===== config.mk =====
export PLATFORM = sky130hd
export DESIGN_NAME = wb_master_arb_flat
export DESIGN_NICKNAME = d
export VERILOG_FILES = /design/src/rtl/wb_arb_pkg.sv /design/src/rtl/wb_master_arb_if.sv /design/src/rtl/wb_arb_rr_pick.sv /design/src/rtl/wb_master_arb.sv /design/src/flat_wrapper.sv
export SDC_FILE = /design/constraint.sdc
export NUM_CORES = 1
export LEC_CHECK = 0
export ABC_AREA = 1
export BUFFER_PORTS_ARGS = -buffer_cell sky130_fd_sc_hd__buf_2
export CAP_MARGIN = 20
export CORE_AREA = 10 10 113 115
export CTS_CLUSTER_DIAMETER = 150
export DETAILED_ROUTE_END_ITERATION = 8
export DIE_AREA = 0 0 123 125
export PLACE_DENSITY = 0.59
export SLEW_MARGIN = 20
export SYNTH_ARGS = -nofsm -noshare
export SYNTH_HDL_FRONTEND = slang
export SYNTH_SLANG_ARGS = --single-unit

===== constraint.sdc =====
create_clock -name clk -period 5.5 [get_ports clk]
set_input_delay 1.375 -clock clk [delete_from_list [all_inputs] [get_ports clk]]
set_output_delay 1.375 -clock clk [all_outputs]
set_load 0.05 [all_outputs]

===== src/rtl/wb_arb_pkg.sv =====
// wb_arb_pkg: shared state encoding, master indices and default watchdog limit for the wishbone arbiter
package wb_arb_pkg;
  typedef enum logic [1:0] {IDLE = 2'd0, GNT0 = 2'd1, GNT1 = 2'd2, ABORT = 2'd3} state_e;
  localparam logic MST_MMU = 1'b0;
  localparam logic MST_DMA = 1'b1;
  localparam int DEF_TIMEOUT = 255;
endpackage


===== src/rtl/wb_master_arb_if.sv =====
// wb_master_arb_if: one wishbone master channel; err only travels back toward a master
interface wb_master_arb_if #(parameter int DW = 32, parameter int AW = 32);
  logic cyc;
  logic we;
  logic [3:0] strb;
  logic [AW-1:0] addr;
  logic [DW-1:0] dat_w;
  logic [DW-1:0] dat_r;
  logic ack;
  logic err;
  modport master (output cyc, we, strb, addr, dat_w, input ack, dat_r);
  modport slave (input cyc, we, strb, addr, dat_w, output ack, err, dat_r);
endinterface


===== src/rtl/wb_arb_rr_pick.sv =====
// wb_arb_rr_pick: two-way round-robin picker, favours the requester that was not granted last
module wb_arb_rr_pick (
  input  logic [1:0] req,
  input  logic       last,
  output logic [1:0] pick,
  output logic       valid
);
  always_comb begin
    pick[0] = req[0] & (~req[1] | last);
    pick[1] = req[1] & (~req[0] | ~last);
    valid = |req;
  end
endmodule


===== src/rtl/wb_master_arb.sv =====
// wb_master_arb: round-robin arbiter of MMU (m0) and DMA (m1) onto one downstream wishbone channel,
// one transaction per grant, with a watchdog that aborts transfers the slave never acks
module wb_master_arb
  import wb_arb_pkg::*;
#(
  parameter int DW = 32,
  parameter int AW = 32,
  parameter int TIMEOUT = DEF_TIMEOUT
) (
  input  logic clk,
  input  logic rst,
  wb_master_arb_if.slave  m0,
  wb_master_arb_if.slave  m1,
  wb_master_arb_if.master s,
  output logic [1:0] gnt,
  output logic tout_evt
);
  state_e state_q, state_d;
  logic last_q, last_d;
  logic [7:0] tcnt_q, tcnt_d;
  logic [1:0] pick;
  logic valid, act, sel, cyc, done, tmo;
  logic [AW-1:0] addr_mx;
  logic [DW-1:0] wdat_mx;
  wb_arb_rr_pick u_pick (.req({m1.cyc, m0.cyc}), .last(last_q), .pick(pick), .valid(valid));
  always_comb begin
    gnt = {state_q == GNT1, state_q == GNT0};
    act = |gnt;
    sel = gnt[1] ? MST_DMA : MST_MMU;
    cyc = sel ? m1.cyc : m0.cyc;
    addr_mx = sel ? m1.addr : m0.addr;
    wdat_mx = sel ? m1.dat_w : m0.dat_w;
    done = act & cyc & s.ack;
    // an ack landing on the last allowed cycle still completes normally
    tmo = act & cyc & ~s.ack & (tcnt_q == 8'(TIMEOUT - 1));
    tout_evt = tmo;
    s.cyc = act & cyc;
    s.we = act & (sel ? m1.we : m0.we);
    s.strb = act ? (sel ? m1.strb : m0.strb) : '0;
    s.addr = act ? addr_mx : '0;
    s.dat_w = act ? wdat_mx : '0;
    m0.ack = gnt[0] & (done | tmo);
    m1.ack = gnt[1] & (done | tmo);
    m0.err = gnt[0] & tmo;
    m1.err = gnt[1] & tmo;
    m0.dat_r = (gnt[0] & ~tmo) ? s.dat_r : '0;
    m1.dat_r = (gnt[1] & ~tmo) ? s.dat_r : '0;
  end
  always_comb begin
    state_d = state_q;
    last_d = last_q;
    tcnt_d = '0;
    if (state_q == IDLE) begin
      state_d = valid ? (pick[1] ? GNT1 : GNT0) : IDLE;
    end else if (act) begin
      state_d = (done | ~cyc) ? IDLE : (tmo ? ABORT : state_q);
      last_d = (done | ~cyc | tmo) ? sel : last_q;
      tcnt_d = (done | ~cyc | tmo) ? '0 : tcnt_q + 8'd1;
    end else begin
      state_d = IDLE;
    end
  end
  always_ff @(posedge clk or posedge rst) begin
    if (rst) begin
      state_q <= IDLE;
      last_q <= MST_DMA;
      tcnt_q <= '0;
    end else begin
      state_q <= state_d;
      last_q <= last_d;
      tcnt_q <= tcnt_d;
    end
  end
endmodule


===== src/flat_wrapper.sv =====
// flat-port wrapper written by rule: the top's interface ports become plain ports
module wb_master_arb_flat import wb_arb_pkg::*;
#(
  parameter int DW = 32,
  parameter int AW = 32,
  parameter int TIMEOUT = DEF_TIMEOUT
)
  (clk, rst, gnt, tout_evt, m0_cyc, m0_we, m0_strb, m0_addr, m0_dat_w, m0_ack, m0_err, m0_dat_r, m1_cyc, m1_we, m1_strb, m1_addr, m1_dat_w, m1_ack, m1_err, m1_dat_r, s_cyc, s_we, s_strb, s_addr, s_dat_w, s_ack, s_dat_r);
  wb_master_arb_if #(.DW(DW), .AW(AW)) m0_i ();
  wb_master_arb_if #(.DW(DW), .AW(AW)) m1_i ();
  wb_master_arb_if #(.DW(DW), .AW(AW)) s_i ();
  input  logic clk;
  input  logic rst;
  output logic [1:0] gnt;
  output logic tout_evt;
  input wire logic [$bits(m0_i.cyc)-1:0] m0_cyc;
  input wire logic [$bits(m0_i.we)-1:0] m0_we;
  input wire logic [$bits(m0_i.strb)-1:0] m0_strb;
  input wire logic [$bits(m0_i.addr)-1:0] m0_addr;
  input wire logic [$bits(m0_i.dat_w)-1:0] m0_dat_w;
  output wire logic [$bits(m0_i.ack)-1:0] m0_ack;
  output wire logic [$bits(m0_i.err)-1:0] m0_err;
  output wire logic [$bits(m0_i.dat_r)-1:0] m0_dat_r;
  input wire logic [$bits(m1_i.cyc)-1:0] m1_cyc;
  input wire logic [$bits(m1_i.we)-1:0] m1_we;
  input wire logic [$bits(m1_i.strb)-1:0] m1_strb;
  input wire logic [$bits(m1_i.addr)-1:0] m1_addr;
  input wire logic [$bits(m1_i.dat_w)-1:0] m1_dat_w;
  output wire logic [$bits(m1_i.ack)-1:0] m1_ack;
  output wire logic [$bits(m1_i.err)-1:0] m1_err;
  output wire logic [$bits(m1_i.dat_r)-1:0] m1_dat_r;
  output wire logic [$bits(s_i.cyc)-1:0] s_cyc;
  output wire logic [$bits(s_i.we)-1:0] s_we;
  output wire logic [$bits(s_i.strb)-1:0] s_strb;
  output wire logic [$bits(s_i.addr)-1:0] s_addr;
  output wire logic [$bits(s_i.dat_w)-1:0] s_dat_w;
  input wire logic [$bits(s_i.ack)-1:0] s_ack;
  input wire logic [$bits(s_i.dat_r)-1:0] s_dat_r;
  assign m0_i.cyc = m0_cyc;
  assign m0_i.we = m0_we;
  assign m0_i.strb = m0_strb;
  assign m0_i.addr = m0_addr;
  assign m0_i.dat_w = m0_dat_w;
  assign m0_ack = m0_i.ack;
  assign m0_err = m0_i.err;
  assign m0_dat_r = m0_i.dat_r;
  assign m1_i.cyc = m1_cyc;
  assign m1_i.we = m1_we;
  assign m1_i.strb = m1_strb;
  assign m1_i.addr = m1_addr;
  assign m1_i.dat_w = m1_dat_w;
  assign m1_ack = m1_i.ack;
  assign m1_err = m1_i.err;
  assign m1_dat_r = m1_i.dat_r;
  assign s_cyc = s_i.cyc;
  assign s_we = s_i.we;
  assign s_strb = s_i.strb;
  assign s_addr = s_i.addr;
  assign s_dat_w = s_i.dat_w;
  assign s_i.ack = s_ack;
  assign s_i.dat_r = s_dat_r;
  wb_master_arb #(.DW(DW), .AW(AW), .TIMEOUT(TIMEOUT)) u_core (.clk(clk), .rst(rst), .m0(m0_i), .m1(m1_i), .s(s_i), .gnt(gnt), .tout_evt(tout_evt));
endmodule

==> qor.txt <==
Status = finished clean
Yosys synthesis warning count = 0
Critical path buffers and inverters = 3
Largest net degree at the start of global routing = 75
Die Wd = 123 um
Crit path DAT = 2.57 ns
Syn Area/Cell = 5.05 um^2
Clock Skew = 0.00274 ns
Endpoints failing hold = 0
Total global routing overflow = 0
Drt total wl = 13000 um
Setup Viol. Count Final = 0
Number of hold buffers added after CTS = 0
Synth Register Bits = 11
IO Pins = 316
Reg-to-Reg End = u_core.state_q[0]
Clk Latency, worst-skew pair = 0.24 ns
Total GRT Usage = 14.7%
Power Dens Cells = 752 nW/um^2
Period minus WS final = 3.95 ns
Setup_tns = 0 ns
Critical path's slowest cell = buf_2
Initial antenna violation count = 0
Root Driver = clkbuf_8
Initial Util = 20.1%
Top cell type by total area after synthesis = nor2_1
Die height = 125 um
Core Region = 10600 um^2
Dpl hpwl = 10900 um
Layout cell share with drive strength beyond 1 = 46.9%
Worst Setup End Kind = output pin
Worst-path maximum fanout = 32
Yosys top cell area share = 37.6%
Drt drc = 0
Total design power = 2.85 mW
Cts bufs inserted = 3
Post-CTS setup buffers = 0
RSZ-0062 raised after global routing = no
Syn nets = 603
Setup CP Type = primary input to output pin
Ant diodes = 0
Met3 Routed Length = 1700 um
Distinct cells, synth = 24
Nets = 897
Reg2reg setup slack = 3.54 ns
First-pass GRT wire length = 18700 um
Min-delay worst type = register to register
Worst hold start = u_core.last_q
Part of the cycle the worst path needs = 71.8%
Worst-margin pin slew = 0.667 ns
Mapped Area = 2140 um^2
Max Slew Vio Count = 0
Synth area leaders = nor2_1, o21ai_0, dfrtp_1
# resized after CTS = 0
Largest stage delay on the critical path = 0.28 ns
1st-iter DRT viols = 171
Maximum root-to-sink buffer count = 2
P_leak = 2.54 nW
DRT antenna net count = 0
Maximum clock frequency = 253 MHz
Reg2Reg Depth = 11
Peak supply drop = 0.000491 V
Hold Crit Endpoint = u_core.last_q
Sink Count = 11
Rows = 38
Via count = 3585
Max-cap violations = 0
Critical-path cell list = buf_2 > inv_1 > nand2_2 > nand2_4 > nor2_8 > nand4_4 > nand2_4 > nor2_1 > buf_2
Die ar. = 15400 um^2
CTS tree = built
CP required = 4.12 ns
Cell count after synthesis = 423
PortBufs = 315
Worst reg2reg path startpoint = u_core.state_q[0]
Post-DP Area = 3750 um^2
Layout area overhead = 77.6%
Final Instance Area = 3790 um^2
Avg WL per Cell = 15.1 um
Top Layer Used = met4
Hold path depth = 2
Clk slew on worst S/H paths = 0.05 ns
Vias in the first global route = 3412
DR pass1 iterations = 4
Final GP Congestion = 0.883
H-tree Lvls = 1
Wire length on met1 = 4580 um
Crit path max-delay family = simple AND/OR/NAND/NOR gates
CP Launch Type = primary input
Slew margin rel. = 55.5%
Met2 wire length = 6490 um
Register area share after synthesis = 12.9%
Via/cell ratio = 4.19
[worst reg2reg max path, delay by kind of cell, from the launching register on]
| family | cells | cell delay, ns |
|---|---|---|
| and+or+nand+nor | 8 | 0.71 |
| buffers and inverters | 2 | 0.63 |
| DFF | 1 | 0.40 |
| adders and majority gates | 1 | 0.19 |
[layout make-up]
cell class | instances | area [um^2]
multi-input combinational | 337 | 1520
tap | 140 | 175
sequential | 11 | 277
fill | 1237 | 6810
timing repair buffer | 318 | 1600
clock buffer | 4 | 45.0
inverter | 46 | 173
[cell families (layout without fill, tap and decap cells)]
| logic type | count (synthesis) | after routing | synth area share [%] |
|---|---|---|---|
| simple gates | 254 | 254 | 48.9 |
| buf+inv | 75 | 368 | 15.8 |
| compound gates | 72 | 72 | 17.0 |
| flops | 11 | 11 | 12.9 |
| xor+xnor | 6 | 6 | 2.46 |
| fa+ha+maj | 5 | 5 | 2.93 |
[placed cells by master, fill, tap and decap left out, types with 2 or more instances in the layout]
| master | n |
|---|---|
| buf_2 | 315 |
| inv_2 | 2 |
| nor2_2 | 3 |
| buf_4 | 3 |
| dfrtp_1 | 10 |
| inv_1 | 44 |
| nand3_1 | 6 |
| clkbuf_8 | 3 |
| xor2_1 | 4 |
| ha_1 | 4 |
| nand2_2 | 2 |
| xnor2_1 | 2 |
| o21ai_0 | 69 |
| nand2_4 | 4 |
| nand2_1 | 21 |
| nor2_1 | 214 |
[flip-flops by register name, indices dropped and copies added, names as in the netlist]
name / cells
u_core.tcnt_q: 8
u_core.state_q: 2
u_core.last_q: 1
[routing by layer]
metal	vias to the layer above	GRT usage, %
met5	-	0
met4	0	2.60
met3	16	5.76
met2	195	27.5
met1	1505	15.1
li1	1869	-
[stage by stage]
stage | hold slack (ns) | setup slack [ns] | utilization (%) | instances
floorplan | 0.449 | 1.46 | - | 423
global placement | 0.471 | 1.57 | 35.3 | 852
detailed placement | 0.475 | 1.53 | 35.3 | 852
CTS | 0.485 | 1.52 | 35.8 | 856
global route | 0.517 | 1.34 | 35.8 | 856
finish | 0.477 | 1.55 | 35.8 | 856
[worst max-delay path by stage]
stage,end,slack (ns),start,depth (start not counted)
after detailed placement,m1_dat_r[27],1.53,m1_cyc,9
after global placement,m1_dat_r[27],1.57,m1_cyc,9
after CTS,m1_dat_r[27],1.52,u_core.state_q[0],10
after global routing,m1_dat_r[27],1.34,u_core.state_q[0],10
after floorplan,m0_dat_r[10],1.46,m1_cyc,8
final,m1_dat_r[27],1.55,m1_cyc,9
[where the power goes]
group          total, mW  internal (mW)  leakage [nW]  switching, mW
registers          0.102         0.0928         0.148        0.00915
logic               2.67          0.509          2.37           2.16
clock network     0.0798         0.0508        0.0228         0.0290
total               2.85          0.653          2.54           2.20
[cell usage after synthesis]
cell      instances
o21ai_0          69
buf_6             7
nand4_1           1
dfrtp_1          10
nand2_4           4
nor2_8            1
inv_1            44
nand3_1           6
nand2_2           2
nor2_2            3
o211ai_1          1
nand3b_1          1
nand2_1          21
o21ai_1           1
nand4_4           1
dfstp_2           1
xnor2_1           2
inv_2             2
ha_1              5
xor2_1            4
nor2_1          214
a21oi_1           1
buf_4             1
clkbuf_1         21
Power figures use the tool's default switching activity.
